[config.mk]
export PLATFORM = sky130hd
export DESIGN_NAME = aes_pad_serdes
export DESIGN_NICKNAME = d
export VERILOG_FILES = /design/src/rtl/aes_pad_serdes.sv
export SDC_FILE = /design/constraint.sdc
export NUM_CORES = 1
export LEC_CHECK = 0
export ABC_AREA = 1
export BUFFER_PORTS_ARGS = -buffer_cell sky130_fd_sc_hd__buf_2
export CAP_MARGIN = 40
export CORE_MARGIN = 2
export CORE_UTILIZATION = 45
export CTS_BUF_LIST = sky130_fd_sc_hd__clkbuf_8
export DETAILED_ROUTE_END_ITERATION = 10
export PLACE_DENSITY_LB_ADDON = 0.25
export SYNTH_ARGS = -nofsm -noshare
export SYNTH_HDL_FRONTEND = slang
export SYNTH_SLANG_ARGS = --single-unit
[constraint.sdc]
create_clock -name clk -period 1.87 [get_ports clk]
set_clock_uncertainty 0.2 [all_clocks]
set_input_delay 0.187 -clock clk [delete_from_list [all_inputs] [get_ports clk]]
set_output_delay 0.187 -clock clk [all_outputs]
set_load 0.03 [all_outputs]
[src/rtl/aes_pad_serdes.sv]
// Pad-side serialiser/deserialiser for the AES core: packs BUS_W-bit beats into key/data blocks,
// starts the core and shifts the result back out. Define AES_PAD_PARITY_EN for beat parity checks.
module aes_pad_serdes #(
  parameter int unsigned BUS_W = 8,
  parameter int unsigned BLK_W = 128
) (
  input  logic             clk,
  input  logic             rst,
  input  logic [BUS_W-1:0] din,
  input  logic             din_vld,
  input  logic             din_par,
  input  logic             loadkey,
  input  logic             staenc,
  input  logic             stadec,
  output logic [BUS_W-1:0] dout,
  output logic             dout_vld,
  output logic             busy,
  output logic             err,
  output logic [BLK_W-1:0] core_din,
  output logic [BLK_W-1:0] core_key,
  output logic             core_staenc,
  output logic             core_stadec,
  input  logic             core_done,
  input  logic [BLK_W-1:0] core_dout
);

  localparam int unsigned BEATS = BLK_W / BUS_W;
  localparam int unsigned CntW  = $clog2(BEATS + 1);

  typedef enum logic [1:0] {StIdle, StStart, StWait, StShift} state_e;

  state_e           r_state, w_state_d;
  logic [BLK_W-1:0] r_key, r_data, r_out;
  logic [CntW-1:0]  r_key_cnt, r_data_cnt, r_shift_cnt;
  logic             r_mode_dec, r_err;
  logic             w_key_ok, w_data_ok, w_beat, w_par_ok, w_start;

`ifdef AES_PAD_PARITY_EN
  assign w_par_ok = ~^{din, din_par};
`else
  logic w_unused_par;
  assign w_unused_par = din_par;
  assign w_par_ok     = 1'b1;
`endif

  assign w_key_ok  = (r_key_cnt == CntW'(BEATS));
  assign w_data_ok = (r_data_cnt == CntW'(BEATS));
  assign w_beat    = (r_state == StIdle) && din_vld;
  assign w_start   = (r_state == StIdle) && (staenc ^ stadec) && w_key_ok && w_data_ok && !r_err;

  always_comb begin
    w_state_d = r_state;
    unique case (r_state)
      StIdle:  if (w_start) w_state_d = StStart;
      StStart: w_state_d = StWait;
      StWait:  if (core_done) w_state_d = StShift;
      StShift: if (r_shift_cnt == CntW'(BEATS - 1)) w_state_d = StIdle;
      default: w_state_d = StIdle;
    endcase
  end

  always_ff @(posedge clk) begin
    if (rst) begin
      r_state     <= StIdle;
      r_key       <= '0;
      r_data      <= '0;
      r_out       <= '0;
      r_key_cnt   <= '0;
      r_data_cnt  <= '0;
      r_shift_cnt <= '0;
      r_mode_dec  <= 1'b0;
      r_err       <= 1'b0;
    end else begin
      r_state <= w_state_d;
      if (w_beat) begin
        // Counters saturate at BEATS; the shift keeps going so the newest BEATS beats win.
        if (w_par_ok) begin
          if (loadkey) begin
            r_key <= {r_key[BLK_W-BUS_W-1:0], din};
            if (!w_key_ok) r_key_cnt <= r_key_cnt + 1'b1;
          end else begin
            r_data <= {r_data[BLK_W-BUS_W-1:0], din};
            if (!w_data_ok) r_data_cnt <= r_data_cnt + 1'b1;
          end
        end else begin
          if (loadkey) r_key_cnt <= '0;
          else         r_data_cnt <= '0;
          r_err <= 1'b1;
        end
      end
      if (w_start) r_mode_dec <= stadec;
      // Key count is kept so the same key serves following blocks.
      if (r_state == StStart) r_data_cnt <= '0;
      if (r_state == StWait && core_done) begin
        r_out       <= core_dout;
        r_shift_cnt <= '0;
      end
      if (r_state == StShift) begin
        r_out       <= r_out << BUS_W;
        r_shift_cnt <= r_shift_cnt + 1'b1;
      end
    end
  end

  assign busy        = (r_state != StIdle);
  assign dout_vld    = (r_state == StShift);
  assign dout        = dout_vld ? r_out[BLK_W-1 -: BUS_W] : '0;
  assign err         = r_err;
  assign core_din    = r_data;
  assign core_key    = r_key;
  assign core_staenc = (r_state == StStart) && !r_mode_dec;
  assign core_stadec = (r_state == StStart) && r_mode_dec;

endmodule

Word level (Yosys, flattened, before mapping)
Cells that the tools add are included.

word-level totals
  flip-flop bits (word level) = 402
  bits of input ports = 144

operators by class
  bitwise operators = 4
  equal/unequal tests = 9
  add/sub/neg operators = 3
  muxes and demuxes = 9
  reduce and logical (&&, ||, !) cells = 18

operators with widths
  kind                                                   number
  2-to-1 mux 128 bit                                     2
  adder 5 x 1 -> 5 bit, second input constant            3
  == test 5 bit, second input constant                   2
  2-to-1 mux 5 bit                                       2
  AND reduction 3 bit                                    3
  2-to-1 mux 8 bit                                       1
  case mux 2 bit (4 select lines)                        1
  logical AND 1 bit                                      7
  2-to-1 mux 2 bit                                       3
  == test 5 x 4 -> 1 bit, second input constant          1
  == test 2 bit, second input constant                   2
  inequality test 2 bit, second input constant           2
  AND reduction 2 bit                                    2
  nonzero test 2 bit                                     2
  OR reduction 2 bit                                     2
  inverter 1 bit                                         3
  == test 2 x 1 -> 1 bit, second input constant          1
  zero test 2 bit                                        1
  inequality test 2 x 1 -> 1 bit, second input constant  1
  zero test 1 bit                                        1
  bitwise XOR 1 bit                                      1

Longest topological paths before layout
Gate-level depths: netlist of the first run.

  depth after elaboration = 6
  depth in mapped cells = 11
  depth with buffers taken out = 11

Least setup slack after synthesis of the first run
OpenSTA, ideal clock, no wires.

  kind = reg2out
  start point = register r_state[1]
  end point = output port dout[0]
  arrival = 1,541 ps
  data required time = 1,483 ps
  path slack = -58 ps
  buffers on the path = 3
  cell stages (with the launch flop) = 7
  cell sequence = dfxtp_1 ha_1 buf_4 buf_2 buf_2 nand2_1 inv_1

between the ends
  longest elaborated chain between the ends = 2

RTL lines
  element                 line  text
  start, declared         32    state_e r_state, w_state_d;
  start signal, assigned  64    r_state <= StIdle;
  start signal, assigned  74    r_state <= w_state_d;
  == test 2 bit           106   assign dout_vld = (r_state == StShift);
  named net dout_vld      16    output logic dout_vld,
  2-to-1 mux 8 bit        107   assign dout = dout_vld ? r_out[BLK_W-1 -: BUS_W] : '0;
  end, declared           15    output logic [BUS_W-1:0] dout,

The timed path passes the listed nets, and every way through them passes these cells.

Final worst setup path of the first run
  start point = register r_state[0]
  end point = output port dout[0]

between the ends
  longest elaborated chain between the ends = 2

RTL lines
  element           line
  == test 2 bit     106
  2-to-1 mux 8 bit  107

No other way between the ends.

==> impl_metrics.ini, run 1 <==
[sta]
timing.final.ws_setup_ps = -149.2
slew_viol_final = 0
post-route-period-util_pct = 108.0
hold_viol_final = 0
rsz0062_at_grt = true
finalSetupViolCount = 89
max_freq_ghz = 0.4953
finalCriticalPeriod_ps = 2019

[clock_network]
path_clk_slew_ps = 60
cts_htree_levels = 3
cts_sinks = 402
cts_buffers = 66
cts_tree = built
cts_max_path_buffers = 3
root_buffer = clkbuf_8
clk_latency_ps = 590

[worst_setup_path]
cp_slowest_cell = dfxtp_2
worstPathMaxFanout = 10
critPathBufInv = 4
worst_ep_required_time_ps = 1480
slowest_delay_ps = 340
start_kind = flip-flop
path_class = reg2out
worstPathCellList = buf_6 -> ha_4 -> buf_16 -> nand2_1 -> inv_1 -> buf_6
crit_path_end_kind = output pin
critPathArrivalTime_ps = 1630
cp_common_cell = buf_6
critPathTopFamily = buffers and inverters

[synthesis]
ys_ff_latch = 402
synth_warnings = 0
synth_seq_area_share_pct = 51.57
synth_edf_count = 0
synth_ff_type = dfxtp_1
ys_types = 31
synth_nets = 2348
syn_inst = 2194
syn_area_mm2 = 0.01560
synth-async-reset-ratio_pct = 0
syn_area_per_cell_um2 = 7.113

[global_routing]
antenna_found_initial = 0
grt_pass1_wl_um = 77340
grt_overflow_total = 0
grt_use_met1_pct = 31.12
gr-usage-met2_pct = 44.40
met3_usage_pct = 7.545
grt-busiest-layer = met2
track_usage_pct = 26.39
first_global_vias = 15400
grt_max_degree = 64

[power_and_ir_drop]
power.internal_uw = 17500
sw_frac_of_total_pct = 36.64
seqPwrFrac_pct = 40.3
p_total_uw = 27620
vdd_drop_max_mv = 0.8736
leakage_uw = 0.01196
p_clk_share_pct = 29.9
p_switching_uw = 10120
power_frac_comb_pct = 29.7
powerDensity_mw_per_mm2 = 1235

[floorplan]
top_level_ports = 413
coreArea_mm2 = 0.03437
die_w_um = 190.2
fp.dieArea_mm2 = 0.03618
rows = 68
start_util_pct = 45.40
die_y_um = 190.2

[drt]
vias = 16550
drt-initial-drc-count = 1214
wl_per_cell_um = 16.14
vias_per_cell = 5.026
post-route-drc-count = 0
routed_wl_um = 53130
first_pass_iters = 5
ant_nets = 0

[layout]
nFillCells = 2801
drive_gt1_share_pct = 23.75
final_cell_mix = nor2_1 (541), nand2_1 (498), dfxtp_1 (400), buf_2 (398), o21ai_0 (263)
n_antenna_cell = 0
layout_commonest_cell = nor2_1
nets = 2941
fin_util_pct = 65.09
syn2layout_area_growth_pct = 43.38

[placed_design]
dp_hpwl_um = 29860
portBuffers = 410
gp_congestion = 0.8380

[status]
outcome = finished, violations left
violations = negative setup slack

[job]
max_cap_viol_count = 0

[hold_path]
hold_path.class = in2reg
## routing by layer
layer,vias to the layer above,wire [um]
li1,8014,-
met1,7628,20640
met5,-,0
met4,0,2217
met2,739,25450
met3,170,4829
## worst register-to-register path, stage by stage, from the launching register on
cell	delay, ps
dfxtp_2	340
buf_6	100
ha_4	170
buf_4	170
nor2_4	50
buf_12	130
buf_6	140
clkbuf_16	160
a22oi_1	170
nand2_1	100
nand2_1	80
inv_1	50
## registers in the layout (all words and copies together), names as in the netlist
signal,count
r_data_cnt,5
core_key,128
r_shift_cnt,5
r_state,2
r_mode_dec,1
core_din,128
r_key_cnt,5
r_out,128
## power groups by stage
stage	Sequential (uW)	Combinational (uW)	Clock, uW
2_1_floorplan	13200	2540	0
3_3_place_gp	11200	6930	0
3_5_place_dp	11200	7010	0
4_1_cts	11100	7600	8390
5_1_grt	11300	8830	8840
6_report	11100	8210	8270
## cells in the mapped netlist, types with 2 or more instances
master    count  area share, %
nor3_1        2          0.064
nand2_1     507             12
nand2_2       2          0.080
buf_1        12           0.29
a21oi_1      12           0.38
nand3_1     119            3.8
nor2_1      543             13
buf_2        60            1.9
a22oi_1       6           0.29
o21ai_1       4           0.13
nor2_4        3           0.22
dfxtp_1     402             52
clkbuf_1     51            1.2
inv_1       156            3.8
o22ai_1       2          0.080
o21ai_0     271            8.7
inv_2         4          0.096
buf_4        16           0.77
ha_1         10           0.80
## final timing paths
| path | start | endpoint | slack [ps] | cells past startpoint |
|---|---|---|---|---|
| worst max-delay path | r_state[0] | dout[0] | -150 | 6 |
| worst max register to register | r_state[0] | r_out[112] | -80 | 11 |
| worst min-delay path | din_vld | r_data_cnt[1] | 50 | 6 |
| worst min register to register | r_key_cnt[4] | r_key_cnt[4] | 270 | 2 |
## final cells by class
class                   instances  area (um^2)  share of cell area, %
well taps                     455        569.3                  2.544
clock buffers                  90         1239                  5.536
flip-flops and latches        402         8053                  35.99
repair buffers                666         5316                  23.76
inverters                     160        615.6                  2.751
clock inverters                29        196.4                 0.8780
multi-input cells            1491         6385                  28.54
## cells by family after synthesis
| group | after synthesis | synth area share (%) |
|---|---|---|
| buffers and inverters | 301 | 8.162 |
| DFF | 402 | 51.57 |
| other | 1 | 0.02403 |
| xor gates and xnor gates | 2 | 0.1123 |
| AOI/OAI and AO/OA | 299 | 9.774 |
| adders and majority gates | 10 | 0.8018 |
| and+or+nand+nor | 1179 | 29.55 |
## stage by stage
stage | setup slack, ps | hold WS (ps) | cells | setup TNS (ps) | area, um^2
after global routing | -230.9 | 53.58 | 3293 | -19850 | 22370
after CTS | -172.9 | 21.89 | 3262 | -1936 | 21680
after floorplan | 36.07 | 56.07 | 2194 | 0 | 15610
after detailed placement | -62.04 | 227.6 | 2978 | -1747 | 18280
final | -149.2 | 51.25 | 3293 | -3396 | 22370
after global placement | -23.25 | 221.1 | 2978 | -402.5 | 18280
## repair_timing
item	in CTS	in global routing
gates resized for setup	56	59
hold buffers	141	0
gates cloned	8	17
buffers inserted	17	16
pin swaps	4	8
setup endpoints to repair	180	310
hold endpoints to repair	199	0
Note: power is estimated with default switching activity, not from simulation.
==> inputs of run 2 (changes only) <==
- ABC_AREA: 1 -> default
==> run 2 against run 1 <==
  * The run still ends with negative setup slack left
  * Hold slack better by 150 ps
  * Total power is 32% lower
  * Register-to-register slack worse by 120 ps
  * Synthesized cell count is 6.3% lower
  * Area after synthesis is 0.35% higher
  * Die area is 0.34% higher
  * Final cell count is 3.7% lower
  * Critical path type unchanged
==> impl_metrics.ini, run 2 <==
[status]
outcome = finished, violations left
violations = negative setup slack

[synthesis]
syn_inst = 2055
synth_seq_area_share_pct = 51.39
yosys-top-cells-area = dfxtp_1 (51%), nand2_1 (21%), a21oi_1 (12%)
synth_ff_type = dfxtp_1
synth_commonest_cells = nand2_1 (892), dfxtp_1 (402), a21oi_1 (388)
yosysTopAreaCell = dfxtp_1
synth-async-reset-ratio_pct = 0
synth_nets = 2209
ys_ff_latch = 402
synth.most_common_cell = nand2_1
synth_warnings = 0
syn_area_mm2 = 0.01566
ys_types = 35
syn_area_per_cell_um2 = 7.620
synth_top_cell_area_share_pct = 51.39
synth_edf_count = 0

[worst_setup_path]
worstPathMaxFanout = 6
start_kind = flip-flop
critPathArrivalTime_ps = 1720
worst_ep_required_time_ps = 1480
path_class = reg2out
crit_path_end_kind = output pin

[clock_network]
clk_latency_ps = 590
path_clk_slew_ps = 60
cts_sinks = 402
cts_tree = built
cts_htree_levels = 3
cts_max_path_buffers = 3
cts_buffers = 67
root_buffer = clkbuf_8

[placed_design]
post_dp_cell_area_mm2 = 0.01834
portBuffers = 410
dp_slack_ps = -68.22
dp_hpwl_um = 30050
gp_congestion = 0.8293

[layout]
fin_area_mm2 = 0.02382
layout_commonest_cell = nand2_1
drive_gt1_share_pct = 32.04
fin_util_pct = 69.29
nets = 2829
syn2layout_area_growth_pct = 52.09
final_cell_mix = nand2_1 (828), dfxtp_1 (400), buf_2 (397), a21oi_1 (274), dlygate4sd3_1 (142)

[drt]
vias_per_cell = 5.310
post-route-drc-count = 0
routed_wl_um = 59370
vias = 16840
drt-initial-drc-count = 1225
ant_nets = 0
wl_per_cell_um = 18.72
first_pass_iters = 6

[sta]
timing.final.ws_setup_ps = -236.1
max_freq_ghz = 0.4748
rsz0062_at_grt = true
slew_viol_final = 0
post-route-period-util_pct = 112.6
finalSetupViolCount = 262
hold_viol_final = 0
hold_ws_ps = 197.7
max_slew.worst_pin.slew_ps = 546.8
finalCriticalPeriod_ps = 2106
relSlewSlack_pct = 63.54

[floorplan]
die_y_um = 190.5
rows = 68
die_w_um = 190.5
start_util_pct = 45.56
coreArea_mm2 = 0.03437
fp.dieArea_mm2 = 0.03631
top_level_ports = 413

[power_and_ir_drop]
vdd_drop_max_mv = 0.6561
leakage_uw = 0.009508
p_total_uw = 18660
powerDensity_mw_per_mm2 = 783.4

[global_routing]
antenna_found_initial = 2
track_usage_pct = 26.39
grt_overflow_total = 0
grt_pass1_wl_um = 77050
grt_max_degree = 87
first_global_vias = 15110

[hold_path]
hold_path.class = in2reg

[job]
max_cap_viol_count = 0
[run 2: worst paths after layout]
path / startpoint / to / slack, ps / depth (start not counted)
max: r_state[1] / dout[2] / -240 / 5
min: core_dout[3] / r_out[3] / 200 / 4
max reg2reg: r_state[0] / r_out[59] / -200 / 11
min reg2reg: r_out[0] / r_out[8] / 250 / 2
[run 2: where the power goes]
part	switching (uW)	total (uW)	internal [uW]
clock	3480	7400	3920
combinational	1320	2560	1240
sequential	62.4	8700	8640
[run 2: cell families (layout without fill, tap and decap cells)]
group | Yosys count | after routing | synth area share [%]
and+or+nand+nor | 943 | 945 | 23.31
AOI/OAI and AO/OA | 514 | 514 | 18.50
DFF | 402 | 402 | 51.39
buffers and inverters | 171 | 829 | 5.145
adders and majority gates | 10 | 10 | 0.7990
xor gates and xnor gates | 9 | 9 | 0.5033
muxes | 5 | 5 | 0.3276
other | 1 | 3 | 0.02395
[run 2: per-stage QoR]
stage,instances,TNS (ps)
CTS,3106,-6665
global placement,2817,0
detailed placement,2817,-2787
finish,3172,-13940
floorplan,2055,0
global route,3172,-44110
[run 2: area by class of cell]
type                       count  area [um^2]
antenna                        2        5.005
clock buffer                  78         1074
clock inverter                31        171.4
fill                        2562        10560
inverter                       9        42.54
multi-input combinational   1484         7622
sequential                   402         8050
tap                          455        569.3
timing repair buffer         711         6284
[run 2: routing by layer]
layer  part of all wire, %  up-vias  global-route usage [%]
met5                     0        -                       0
met4                   4.8        0                   11.15
met3                   9.7      205                   7.269
met2                    49      864                   46.18
met1                    36     7849                   30.18
li1                      -     7925                       -
[run 2: critical path: stages (launching register included)]
cell and delay [ps]:
dfxtp_2 340, buf_6 100, ha_4 210, buf_12 150
and2_4 190, buf_6 140
[run 2: repair_timing]
action	CTS	global route
pin swaps	46	119
endpoints found under the setup margin	143	400
gates cloned	12	38
buffers inserted	26	29
hold buffers	142	0
gates resized for setup	112	209
hold endpoints to repair	174	0
